===== src/rtl/iterative_alu.sv =====
// Single-issue ALU: 1-cycle logic/compare/shift ops, bit-serial multiply, and bit-serial divide when ITERATIVE_ALU_DIV_EN is defined.
// Latency 1 cycle, or DATA_WIDTH+1 for multiply/divide; op_ready stays low until the held result is taken via result_ready.
module iterative_alu #(
  parameter int DATA_WIDTH = 32
) (
  input  logic                  clock,
  input  logic                  reset,
  input  logic                  op_valid,
  output logic                  op_ready,
  input  logic [5:0]            ALU_operation,
  input  logic [DATA_WIDTH-1:0] operand_A,
  input  logic [DATA_WIDTH-1:0] operand_B,
  output logic                  result_valid,
  input  logic                  result_ready,
  output logic [DATA_WIDTH-1:0] ALU_result,
  output logic                  busy
);
  localparam int W   = DATA_WIDTH;
  localparam int SHW = $clog2(W) + 1;
  localparam int CW  = $clog2(W);

  typedef enum logic [1:0] {
    IDLE = 2'd0,
    MUL  = 2'd1,
`ifdef ITERATIVE_ALU_DIV_EN
    DIV  = 2'd2,
`endif
    DONE = 2'd3
  } state_t;

  state_t          state_q, state_d;
  logic [W-1:0]    result_q, result_d;
  logic [2*W-1:0]  acc_q, acc_d;
  logic [W-1:0]    mcand_q, mcand_d;
  logic [CW-1:0]   cnt_q, cnt_d;
  logic [1:0]      sub_q, sub_d;
  logic            neg_q, neg_d;

  logic            accept;
  logic [SHW-1:0]  shamt;
  logic [4:0]      shamt_w;
  logic signed [31:0] w32;
  logic [W-1:0]    alu_res;
  logic            sa_eff, sb_eff, neg_sel;
  logic [W-1:0]    mag_a, mag_b;
  logic [W:0]      mul_sum;
  logic [2*W-1:0]  mul_next, prod;
`ifdef ITERATIVE_ALU_DIV_EN
  logic            div_ovf, div_special;
  logic [W:0]      div_trial;
  logic [2*W-1:0]  div_next;
  logic [W-1:0]    div_pick, div_res;
`endif

  assign accept       = op_valid & op_ready;
  assign result_valid = (state_q == DONE);
  assign op_ready     = (state_q == IDLE) & ~result_valid;
  assign busy         = (state_q != IDLE) & (state_q != DONE);
  assign ALU_result   = result_q;
  assign shamt        = operand_B[SHW-1:0];
  assign shamt_w      = operand_B[4:0];

  // Bit 3 of the code separates divide (24-27) from multiply (20-23) operand signedness.
  assign sa_eff  = ALU_operation[3] ? (~ALU_operation[0] & operand_A[W-1])
                                    : ((ALU_operation[1:0] != 2'b11) & operand_A[W-1]);
  assign sb_eff  = ALU_operation[3] ? (~ALU_operation[0] & operand_B[W-1])
                                    : (~ALU_operation[1] & operand_B[W-1]);
  assign neg_sel = (ALU_operation[3] & ALU_operation[1]) ? sa_eff : (sa_eff ^ sb_eff);
  assign mag_a   = sa_eff ? -operand_A : operand_A;
  assign mag_b   = sb_eff ? -operand_B : operand_B;

`ifdef ITERATIVE_ALU_DIV_EN
  assign div_ovf     = ~ALU_operation[0] & (operand_A == {1'b1, {(W-1){1'b0}}}) & (&operand_B);
  assign div_special = (operand_B == '0) | div_ovf;
`endif

  always_comb begin
    alu_res = '0;
    w32     = '0;
    case (ALU_operation)
      6'd0:  alu_res = operand_A + operand_B;
      6'd1:  alu_res = operand_A;
      6'd2:  alu_res[0] = (operand_A == operand_B);
      6'd3:  alu_res[0] = (operand_A != operand_B);
      6'd4:  alu_res[0] = ($signed(operand_A) <  $signed(operand_B));
      6'd5:  alu_res[0] = ($signed(operand_A) >= $signed(operand_B));
      6'd6:  alu_res[0] = (operand_A <  operand_B);
      6'd7:  alu_res[0] = (operand_A >= operand_B);
      6'd8:  alu_res = operand_A ^ operand_B;
      6'd9:  alu_res = operand_A | operand_B;
      6'd10: alu_res = operand_A & operand_B;
      6'd11: alu_res = operand_A << shamt;
      6'd12: alu_res = operand_A >> shamt;
      6'd13: alu_res = $signed(operand_A) >>> shamt;
      6'd14: alu_res = operand_A - operand_B;
      6'd15: begin w32 = operand_A[31:0] + operand_B[31:0];   alu_res = W'(w32); end
      6'd16: begin w32 = operand_A[31:0] << shamt_w;          alu_res = W'(w32); end
      6'd17: begin w32 = operand_A[31:0] >> shamt_w;          alu_res = W'(w32); end
      6'd18: begin w32 = $signed(operand_A[31:0]) >>> shamt_w; alu_res = W'(w32); end
      6'd19: begin w32 = operand_A[31:0] - operand_B[31:0];   alu_res = W'(w32); end
`ifdef ITERATIVE_ALU_DIV_EN
      6'd24, 6'd25, 6'd26, 6'd27: begin
        if (operand_B == '0) alu_res = ALU_operation[1] ? operand_A : '1;
        else if (div_ovf)    alu_res = ALU_operation[1] ? '0 : operand_A;
      end
`endif
      default: alu_res = '0;
    endcase
  end

  always_comb begin
    state_d  = state_q;
    result_d = result_q;
    acc_d    = acc_q;
    mcand_d  = mcand_q;
    cnt_d    = cnt_q;
    sub_d    = sub_q;
    neg_d    = neg_q;

    // acc holds {partial product, remaining multiplier bits}.
    mul_sum  = {1'b0, acc_q[2*W-1:W]} + (acc_q[0] ? {1'b0, mcand_q} : '0);
    mul_next = {mul_sum, acc_q[W-1:1]};
    prod     = neg_q ? -mul_next : mul_next;
`ifdef ITERATIVE_ALU_DIV_EN
    // acc holds {partial remainder, remaining dividend / growing quotient}.
    div_trial = acc_q[2*W-1:W-1] - {1'b0, mcand_q};
    div_next  = div_trial[W] ? {acc_q[2*W-2:0], 1'b0}
                             : {div_trial[W-1:0], acc_q[W-2:0], 1'b1};
    div_pick  = sub_q[1] ? div_next[2*W-1:W] : div_next[W-1:0];
    div_res   = neg_q ? -div_pick : div_pick;
`endif

    case (state_q)
      IDLE: begin
        if (accept) begin
          state_d  = DONE;
          result_d = alu_res;
          cnt_d    = '0;
          sub_d    = ALU_operation[1:0];
          neg_d    = neg_sel;
          if (ALU_operation inside {[6'd20:6'd23]}) begin
            state_d = MUL;
            acc_d   = {{W{1'b0}}, mag_b};
            mcand_d = mag_a;
          end
`ifdef ITERATIVE_ALU_DIV_EN
          else if ((ALU_operation inside {[6'd24:6'd27]}) && !div_special) begin
            state_d = DIV;
            acc_d   = {{W{1'b0}}, mag_a};
            mcand_d = mag_b;
          end
`endif
        end
      end
      MUL: begin
        acc_d = mul_next;
        cnt_d = cnt_q + 1'b1;
        if (cnt_q == CW'(W-1)) begin
          state_d  = DONE;
          result_d = (sub_q == 2'b00) ? prod[W-1:0] : prod[2*W-1:W];
        end
      end
`ifdef ITERATIVE_ALU_DIV_EN
      DIV: begin
        acc_d = div_next;
        cnt_d = cnt_q + 1'b1;
        if (cnt_q == CW'(W-1)) begin
          state_d  = DONE;
          result_d = div_res;
        end
      end
`endif
      DONE: begin
        if (result_ready) state_d = IDLE;
      end
      default: state_d = IDLE;
    endcase
  end

  always_ff @(posedge clock or negedge reset) begin
    if (!reset) begin
      state_q  <= IDLE;
      result_q <= '0;
      acc_q    <= '0;
      mcand_q  <= '0;
      cnt_q    <= '0;
      sub_q    <= '0;
      neg_q    <= 1'b0;
    end else begin
      state_q  <= state_d;
      result_q <= result_d;
      acc_q    <= acc_d;
      mcand_q  <= mcand_d;
      cnt_q    <= cnt_d;
      sub_q    <= sub_d;
      neg_q    <= neg_d;
    end
  end
endmodule


===== config.mk =====
export PLATFORM = sky130hd
export DESIGN_NAME = iterative_alu
export DESIGN_NICKNAME = d
export VERILOG_FILES = /design/src/rtl/iterative_alu.sv
export SDC_FILE = /design/constraint.sdc
export NUM_CORES = 1
export LEC_CHECK = 0
export CORE_MARGIN = 2
export CORE_UTILIZATION = 31
export DETAILED_ROUTE_END_ITERATION = 8
export DONT_BUFFER_PORTS = 1
export GPL_TIMING_DRIVEN = 0
export PLACE_DENSITY = 0.52
export SETUP_SLACK_MARGIN = 0.15
export SYNTH_ARGS = -nofsm -noshare
export SYNTH_HDL_FRONTEND = slang
export SYNTH_SLANG_ARGS = --single-unit

===== constraint.sdc =====
create_clock -name clock -period 10.3 [get_ports clock]
set_input_delay 1.545 -clock clock [delete_from_list [all_inputs] [get_ports clock]]
set_output_delay 1.545 -clock clock [all_outputs]
set_load 0.005 [all_outputs]

==> flow_summary.yaml, run 1 <==
outcome:
  run_status: "finished, violations left"
  violations: "max-capacitance violations"
clock_tree:
  post_cts_buffers: 0
  cts_max_path_buffers: 2
  cts_tree: "done"
  holdBufCountCts: 0
  root_buffer: "clkbuf_16"
  insertion_delay_ps: 460
  cts_resized: 0
  numCtsBuffers: 17
  cts.sinks: 138
  clkTransAtPathRegs_ps: 70
  htree_levels: 4
routing:
  drt_first_iter_violations: 3293
  wl_um: 124000
  ant_nets: 0
  drt_pass1_iterations: 6
  viasPerCell: 6.60
  drc: 0
  vias: 23894
  wire_per_inst_um: 34.4
placement:
  globalplace.congestion: 1.07
  placed_area_um2: 21300
  dp_hpwl_um: 101000
  dp_cells: 3583
  portBuffers: 0
cells_and_area:
  nFillCells: 6918
  mostFrequentLayoutCells: "nand2_1 (278), nor2_1 (271), a21oi_1 (254)"
  syn_to_final_growth_pct: 8.39
  fin_cells: 3619
  fin_util_pct: 33.9
  final_common_cell: "nand2_1"
  drive_above_1_share_pct: 5.47
  fin_area_um2: 21800
  seq_area_um2: 3450
  final_nets: 2963
  multi_input_area_um2: 15500
worst_setup_path:
  critPathTopFamily: "compound AO/OA/AOI/OAI gates"
  path_cells: "buf_1 > buf_1 > inv_2 > buf_1 > clkbuf_1 > ha_1 > inv_1 > o21bai_1 > a2111o_1 > a31oi_1 > o21ai_0 > o31ai_1 > o21ai_0 > or2_2 > a221oi_1 > o21ai_0 > o211ai_1"
  path_max_fanout: 11
  worst-setup-path-type: "in2reg"
  end_kind: "flip-flop"
  slowest_stage: "clkbuf_1"
  cp.arrival_ps: 8920
  cp_num_buf_inv: 6
  slowest_delay_ps: 810
  critical_path_required_ps: 10680
  crit_path_start: "operand_B[2]"
  crit_path_start_kind: "primary input"
  r2r_start: "acc_q[0]"
logic_synthesis:
  async_reset_ff_share_pct: 100
  synthFlopType: "dfrtp_1"
  synth-compound-area-share_pct: 31.6
  synthXorXnorAreaFrac_pct: 5.61
  avgSynthCellArea_um2: 7.40
  netlist_instances: 2725
  synthAdderAreaFrac_pct: 8.80
  synth_area_um2: 20200
  synthSimpleGateAreaFrac_pct: 21.0
  synth_edf_count: 0
  postSynthNetCount: 2939
  synth_top_family_by_area: "compound AO/OA/AOI/OAI gates"
  ys_types: 91
  ys_seq_area_share_pct: 17.1
  synth-warning-count: 0
  synth_mux_area_share_pct: 9.67
  ys_seq_elements: 138
floorplan:
  rows: 93
  fp.dieH_um: 259
  start_util_pct: 31.3
  core-area_um2: 64300
  die_area_um2: 67100
  io_pins: 109
  die_w_um: 259
global_routing:
  grt_max_degree: 139
  grt_util_met2_pct: 56.4
  antenna_found_initial: 7
  gr-max-usage-layer: "met2"
  met1_usage_pct: 46.0
  grt_overflow_total: 0
  grt_pass1_vias: 22664
  grt_use_total_pct: 36.1
  grtUsageMet3_pct: 7.92
  grt_pass1_wl_um: 173000
sta:
  finalMaxSlewViolations: 0
  rsz0062_at_grt: "false"
  setup-violations-final: 0
  worst-slew-pin-transition_ps: 1490
  tns_ps: 0
  clock.fmax_mhz: 117
  finalCritPeriodShare_pct: 83.0
  fin_skew_ps: 12.4
  slew_headroom_pct: 0.493
  hold_violations: 0
  min_period_ps: 8550
hold_path:
  hold_start: "acc_q[39]"
  hp-class: "reg2reg"
power_and_ir_drop:
  p_per_area_nw_per_um2: 199
  power.leakage_nw: 8.60
  ir_drop_uv: 120
  power_mw: 4.34
job:
  cap_violations: 1
## synthesized netlist by cell type, drive strengths merged (12+ instances only)
cell type / count / share of area, %
inv: 110 / 2.0
and2: 55 / 1.7
nor4: 23 / 0.71
nor3: 55 / 1.4
a2111oi: 15 / 0.65
a21oi: 254 / 6.3
a221o: 17 / 0.84
mux2i: 54 / 2.7
a21o: 31 / 1.2
o31ai: 39 / 1.5
a22o: 31 / 1.3
o41ai: 21 / 0.91
o21ai: 236 / 5.9
buf: 35 / 0.67
mux4: 58 / 6.5
o2111ai: 12 / 0.52
a211oi: 35 / 1.3
nand3: 45 / 1.1
or2: 16 / 0.50
dfrtp: 138 / 17
xor2: 35 / 1.5
clkbuf: 180 / 3.4
nor2: 271 / 5.0
nor2b: 19 / 0.59
o221ai: 12 / 0.52
o211ai: 33 / 1.2
a221oi: 29 / 1.3
or4: 17 / 0.69
or3: 34 / 1.1
xnor2: 94 / 4.1
o22ai: 26 / 0.81
nand4: 22 / 0.68
a22oi: 26 / 0.97
o21bai: 21 / 0.78
nand2b: 18 / 0.56
a31oi: 37 / 1.1
ha: 137 / 8.5
and3: 14 / 0.46
nand2: 278 / 5.2
## report_power, final
group	internal [mW]	switching (mW)	leakage, nW	total, mW
Clock	0.322	0.294	0.280	0.616
Combinational	0.874	1.82	6.55	2.70
Sequential	0.771	0.253	1.77	1.02
Total	1.97	2.37	8.60	4.34
## worst paths after layout
kind                                  end  slack (ps)  cells past startpoint
max                        ALU_result[25]        1750                     17
min                             acc_q[39]         490                      2
max reg2reg                ALU_result[19]        4370                     16
min reg2reg                     acc_q[39]         490                      2
max in group asynchronous      state_q[1]        9230                      0
min in group asynchronous       acc_q[39]         790                      0
## worst reg2reg max path, cell delays in order (launching register included)
cell and delay [ps]:
dfrtp_1 540, clkbuf_1 320, and2_1 180, ha_1 190
fa_1 240, a211oi_2 110, o31ai_2 680, a21oi_1 190
xnor2_1 310, a211o_1 420, or4_1 540, clkbuf_1 190
o41ai_1 430, xor2_1 200, o21ai_0 190, a2111oi_0 950
nor2_1 110
## through the flow
stage	worst slack, ps	hold WS, ps
3_3_place_gp	1600	470
6_report	1750	486
5_1_grt	1630	521
3_5_place_dp	1770	477
2_1_floorplan	4420	445
4_1_cts	2140	494
## layer usage
| metal | up-vias | share of wire [%] |
|---|---|---|
| met3 | 339 | 9.8 |
| met4 | 2 | 7.0 |
| met1 | 11744 | 40 |
| met2 | 1602 | 43 |
| li1 | 10207 | - |
| met5 | - | 0.0072 |
## cells by family (layout without fill, tap and decap cells)
logic type	count (synthesis)	count (layout)
flip-flops	138	138
AND/OR/NAND/NOR	896	896
buffers and inverters	327	364
XOR/XNOR	129	129
other	0	2
multiplexers	121	121
adder cells (fa/ha/maj)	140	140
AO/OA/AOI/OAI	974	974
## state kept, by name (all words and copies together) (netlist names)
register and flops:
cnt_q 5, sub_q 2, ALU_result 32, neg_q 1, mcand_q 32, state_q 2, acc_q 64
## final cells by class
class | count | area share [%]
antenna | 2 | 0.0229
sequential | 138 | 15.8
inverter | 112 | 1.92
clock buffer | 17 | 1.95
clock inverter | 15 | 0.676
timing repair buffer | 5 | 0.149
multi-input combinational | 2260 | 70.9
tap | 855 | 4.90
buffer | 215 | 3.71
No activity file was read; power rests on OpenSTA's default activity.
==> run 2: changes to the inputs <==
Clock period 10.3 ns to 8.1 ns, I/O delays scaled along.
==> run 2 against run 1 <==
  * The flow now finishes without violations
  * Sequential cell count is the same
  * Clock power is 27% higher
  * Worst hold slack got worse by 27 ps
  * Sequential power rose by 27%
  * Via count is essentially flat
  * Highest routed layer unchanged
==> flow_summary.yaml, run 2 (synthesized netlist as in run 1, its figures left out) <==
sta:
  worst-slew-pin-transition_ps: 1460
  finalMaxSlewViolations: 0
  fin_skew_ps: 14.3
  clock.fmax_mhz: 129
  hold_violations: 0
  finalCritPeriodShare_pct: 95.7
  slew_headroom_pct: 2.50
  layout_setup_ws_ps: 351
  min_period_ps: 7750
  setup-violations-final: 0
  rsz0062_at_grt: "false"
clock_tree:
  insertion_delay_ps: 460
  post_cts_buffers: 0
  root_buffer: "clkbuf_16"
  htree_levels: 4
  cts_max_path_buffers: 2
  numCtsBuffers: 17
  clkTransAtPathRegs_ps: 70
  cts.sinks: 138
  cts_tree: "done"
cells_and_area:
  largest_reg_flops: 64
  nFillCells: 6920
  drive_above_1_share_pct: 5.54
  fin_util_pct: 34.0
  fin_area_um2: 21900
  syn_to_final_growth_pct: 8.43
  largest_register: "acc_q"
  final_nets: 2963
  final_common_cell: "nand2_1"
  fin_cells: 3620
  mostFrequentLayoutCells: "nand2_1 (278), nor2_1 (271), a21oi_1 (254)"
worst_setup_path:
  r2r_start: "acc_q[0]"
  r2r_slack_ps: 2200
  worstReg2RegEnd: "ALU_result[19]"
  ff2ff_path_depth: 16
  path_max_fanout: 11
  critical_path_required_ps: 8390
  worst-setup-path-type: "in2reg"
  cp.arrival_ps: 8030
  crit_path_start_kind: "primary input"
  end_kind: "flip-flop"
placement:
  post-place-ws_ps: -102
  dp_hpwl_um: 101000
  dp_cells: 3583
  placed_area_um2: 21300
  portBuffers: 0
  globalplace.congestion: 1.07
routing:
  drc: 0
  wl_um: 124000
  wire_per_inst_um: 34.2
  viasPerCell: 6.60
  ant_nets: 0
  vias: 23876
  drt_first_iter_violations: 3254
  drt_pass1_iterations: 5
global_routing:
  grt_pass1_wl_um: 173000
  antenna_found_initial: 7
  grt_max_degree: 139
  grt_use_total_pct: 36.1
  grt_overflow_total: 0
  grt_pass1_vias: 22664
floorplan:
  io_pins: 109
  die_w_um: 259
  start_util_pct: 31.3
  fp.dieH_um: 259
  rows: 93
  core-area_um2: 64300
  die_area_um2: 67100
power_and_ir_drop:
  p_per_area_nw_per_um2: 252
  ir_drop_uv: 152
  power.leakage_nw: 8.60
hold_path:
  hp-class: "in2async"
job:
  cap_violations: 0
outcome:
  run_status: "finished clean"
run 2: cell count changes in the layout (fill, tap and decap cells not counted), sizes merged:
cell,change
diode,+1
run 2: per-stage QoR:
stage          power [mW]  setup TNS, ps  hold slack [ps]
5_1_grt              5.82              0              450
6_report             5.51              0              459
3_3_place_gp         4.58           -379              470
4_1_cts              5.41              0              449
2_1_floorplan        3.41              0              445
3_5_place_dp         4.61           -102              477
run 2: power breakdown:
part	switching (mW)	internal, mW	leakage [nW]
clock network	0.376	0.410	0.280
registers	0.321	0.980	1.77
logic	2.31	1.11	6.55
run 2: worst max-delay path: stages:
cell and delay (ps):
inv_1 80, clkbuf_1 650, buf_1 750, clkbuf_1 730, ha_1 390, clkbuf_1 210, nor3_1 170, o21ai_0 170
a311oi_1 610, o21bai_1 190, a31oi_1 670, a21oi_1 190, o21ai_0 150, mux2_2 350, and4_1 210, o311ai_0 1090
a31oi_1 180
run 2: area by class of cell:
| cell class | count | area [µm²] | area share [%] |
|---|---|---|---|
| diodes | 3 | 7.51 | 0.0344 |
| plain buffers | 215 | 812 | 3.72 |
| clock buffers | 17 | 425 | 1.95 |
| clock inverters | 15 | 148 | 0.676 |
| inverters | 112 | 420 | 1.92 |
| multi-input cells | 2260 | 15500 | 70.9 |
| flip-flops and latches | 138 | 3450 | 15.8 |
| well taps | 855 | 1070 | 4.90 |
| repair buffers | 5 | 32.5 | 0.149 |
run 2: timing repair:
action / CTS / global route
endpoints found under the setup margin: 0 / 3
gates resized for setup: 0 / 4
hold buffers: 0 / 0
run 2: worst max-delay path by stage:
| stage | from | to | slack [ps] | cells past startpoint |
|---|---|---|---|---|
| final | operand_B[3] | ALU_result[0] | 350 | 17 |
| after global routing | operand_B[2] | ALU_result[25] | 270 | 17 |
| after CTS | operand_B[2] | ALU_result[25] | 270 | 17 |
| after detailed placement | operand_B[2] | ALU_result[25] | -100 | 17 |
| after global placement | operand_B[2] | ALU_result[25] | -270 | 17 |
| after floorplan | operand_B[2] | ALU_result[25] | 2550 | 17 |
run 2: routing by layer:
layer  part of all wire (%)  up-vias  GRT usage [%]
li1                       -    10207              -
met1                     40    11716           46.0
met2                     43     1609           56.4
met3                    9.9      338           7.92
met4                    7.0        6           20.3
met5                  0.031        -              0
==> run 3: changes to the inputs <==
Settings changed: PLACE_DENSITY 0.52 to 0.48.
==> run 3 against run 2 <==
  * Sequential share of layout area about the same
  * Final cell count down 0.11%
  * Total power increased by 3.0%
  * Worst setup slack better by 180 ps
  * Critical endpoint is now ALU_result[20]
  * Largest cell class unchanged
==> flow_summary.yaml, run 3 (synthesized netlist as in run 1, its figures left out) <==
outcome:
  run_status: "finished clean"
worst_setup_path:
  cp.arrival_ps: 7890
  path_common_cell: "clkbuf_1"
  path_max_fanout: 11
  path_cells: "inv_1 > clkbuf_1 > buf_1 > clkbuf_1 > ha_1 > clkbuf_1 > nor3_1 > o21ai_0 > a311oi_1 > o21bai_1 > a31oi_1 > a211oi_1 > o21bai_1 > xnor2_1 > a221oi_1 > a2bb2oi_1 > o21ai_0"
  worst-setup-path-type: "in2reg"
  slowest_delay_ps: 890
  crit_path_start_kind: "primary input"
  critical_path_required_ps: 8420
  r2r_slack_ps: 1990
  slowest_stage: "a31oi_1"
  end_kind: "flip-flop"
routing:
  drt_first_iter_violations: 3215
  wl_um: 130000
  drt_pass1_iterations: 6
  viasPerCell: 6.62
  wire_per_inst_um: 36.0
  vias: 23945
  drc: 0
  ant_nets: 0
global_routing:
  grt_use_total_pct: 37.9
  grt_pass1_wl_um: 180000
  grt_max_degree: 139
  grt_pass1_vias: 22554
  grt_overflow_total: 0
  antenna_found_initial: 3
clock_tree:
  cts_max_path_buffers: 2
  cts.sinks: 138
  root_buffer: "clkbuf_16"
  numCtsBuffers: 17
  insertion_delay_ps: 450
  clkTransAtPathRegs_ps: 70
  htree_levels: 4
  cts_tree: "done"
floorplan:
  die_w_um: 259
  die_area_um2: 67100
  fp.dieH_um: 259
  rows: 93
  core-area_um2: 64300
  io_pins: 109
  start_util_pct: 31.3
hold_path:
  hp-class: "in2async"
cells_and_area:
  nFillCells: 6932
  drive_above_1_share_pct: 5.58
  final_nets: 2961
  mostFrequentLayoutCells: "nand2_1 (278), nor2_1 (271), a21oi_1 (253)"
  syn_to_final_growth_pct: 8.56
  largest_register: "acc_q"
  fin_util_pct: 34.0
  largest_reg_flops: 64
  fin_area_um2: 21900
  final_common_cell: "nand2_1"
sta:
  setup-violations-final: 0
  worst-slew-pin-transition_ps: 1430
  rsz0062_at_grt: "false"
  hold_violations: 0
  tns_ps: 0
  min_period_ps: 7570
  fin_skew_ps: 14.3
  clock.fmax_mhz: 132
  holdWs_ps: 457
  finalCritPeriodShare_pct: 93.5
  finalMaxSlewViolations: 0
  slew_headroom_pct: 3.51
power_and_ir_drop:
  p_per_area_nw_per_um2: 259
  power.leakage_nw: 8.60
  power_mw: 5.67
  ir_drop_uv: 183
job:
  cap_violations: 0
placement:
  placed_area_um2: 21300
  dp_hpwl_um: 105000
  portBuffers: 0
  globalplace.congestion: 1.04
-- run 3: cell types whose count changed in the layout (fill, tap and decap cells not counted), sizes merged --
| cell | before | now |
|---|---|---|
| bufinv | 0 | 2 |
| buf | 39 | 37 |
| clkdlybuf4s18 | 1 | 0 |
| clkbuf | 197 | 199 |
| clkinv | 4 | 6 |
| diode | 3 | 1 |
| inv | 121 | 115 |
| clkinvlp | 2 | 3 |
-- run 3: critical path, delay by kind of cell --
kind,cells,cell delay (ps)
compound gates,9,3460
buf+inv,5,2480
fa+ha+maj,1,430
simple gates,1,200
xor+xnor,1,90
-- run 3: path summary, 6_finish.rpt --
check | startpoint | endpoint | depth (start not counted)
setup / recovery | operand_B[3] | ALU_result[20] | 17
hold / removal | reset | acc_q[42] | 0
setup reg to reg | acc_q[0] | ALU_result[29] | 16
hold reg to reg | acc_q[39] | acc_q[39] | 2
max in group asynchronous | reset | acc_q[28] | 0
min in group clock | acc_q[39] | acc_q[39] | 2
-- run 3: per-layer routing --
layer | GRT usage (%) | part of all wire [%] | up-vias
met5 | 0 | 0.0084 | -
met4 | 21.5 | 7.1 | 2
met3 | 8.80 | 9.6 | 370
met2 | 58.5 | 43 | 1596
met1 | 48.7 | 40 | 11786
li1 | - | - | 10191
-- run 3: area by class of cell --
| class | instances | area, µm² | area share, % |
|---|---|---|---|
| diodes | 1 | 2.50 | 0.0114 |
| repair buffers | 3 | 20.0 | 0.0915 |
| plain buffers | 215 | 812 | 3.71 |
| flip-flops and latches | 138 | 3450 | 15.8 |
| well taps | 855 | 1070 | 4.89 |
| multi-input cells | 2260 | 15500 | 70.9 |
| inverters | 112 | 420 | 1.92 |
| clock buffers | 18 | 439 | 2.01 |
| clock inverters | 14 | 158 | 0.721 |
-- run 3: repair_timing --
item / in CTS / in global routing
resized for setup: 0 / 5
endpoints found under the setup margin: 0 / 5
hold buffers: 0 / 0
setup buffers: 0 / 0
-- run 3: through the flow --
stage	std cells	worst slack [ps]
final	3616	530
after global routing	3615	376
after CTS	3614	333
after detailed placement	3582	-142
after global placement	3580	-274
after floorplan	2725	2550
-- run 3: report_power, final --
part           leakage (nW)  switching, mW  internal (mW)
registers              1.77          0.290          0.980
clock network         0.284          0.359          0.467
logic                  6.55           2.46           1.12
total                  8.60           3.11           2.56
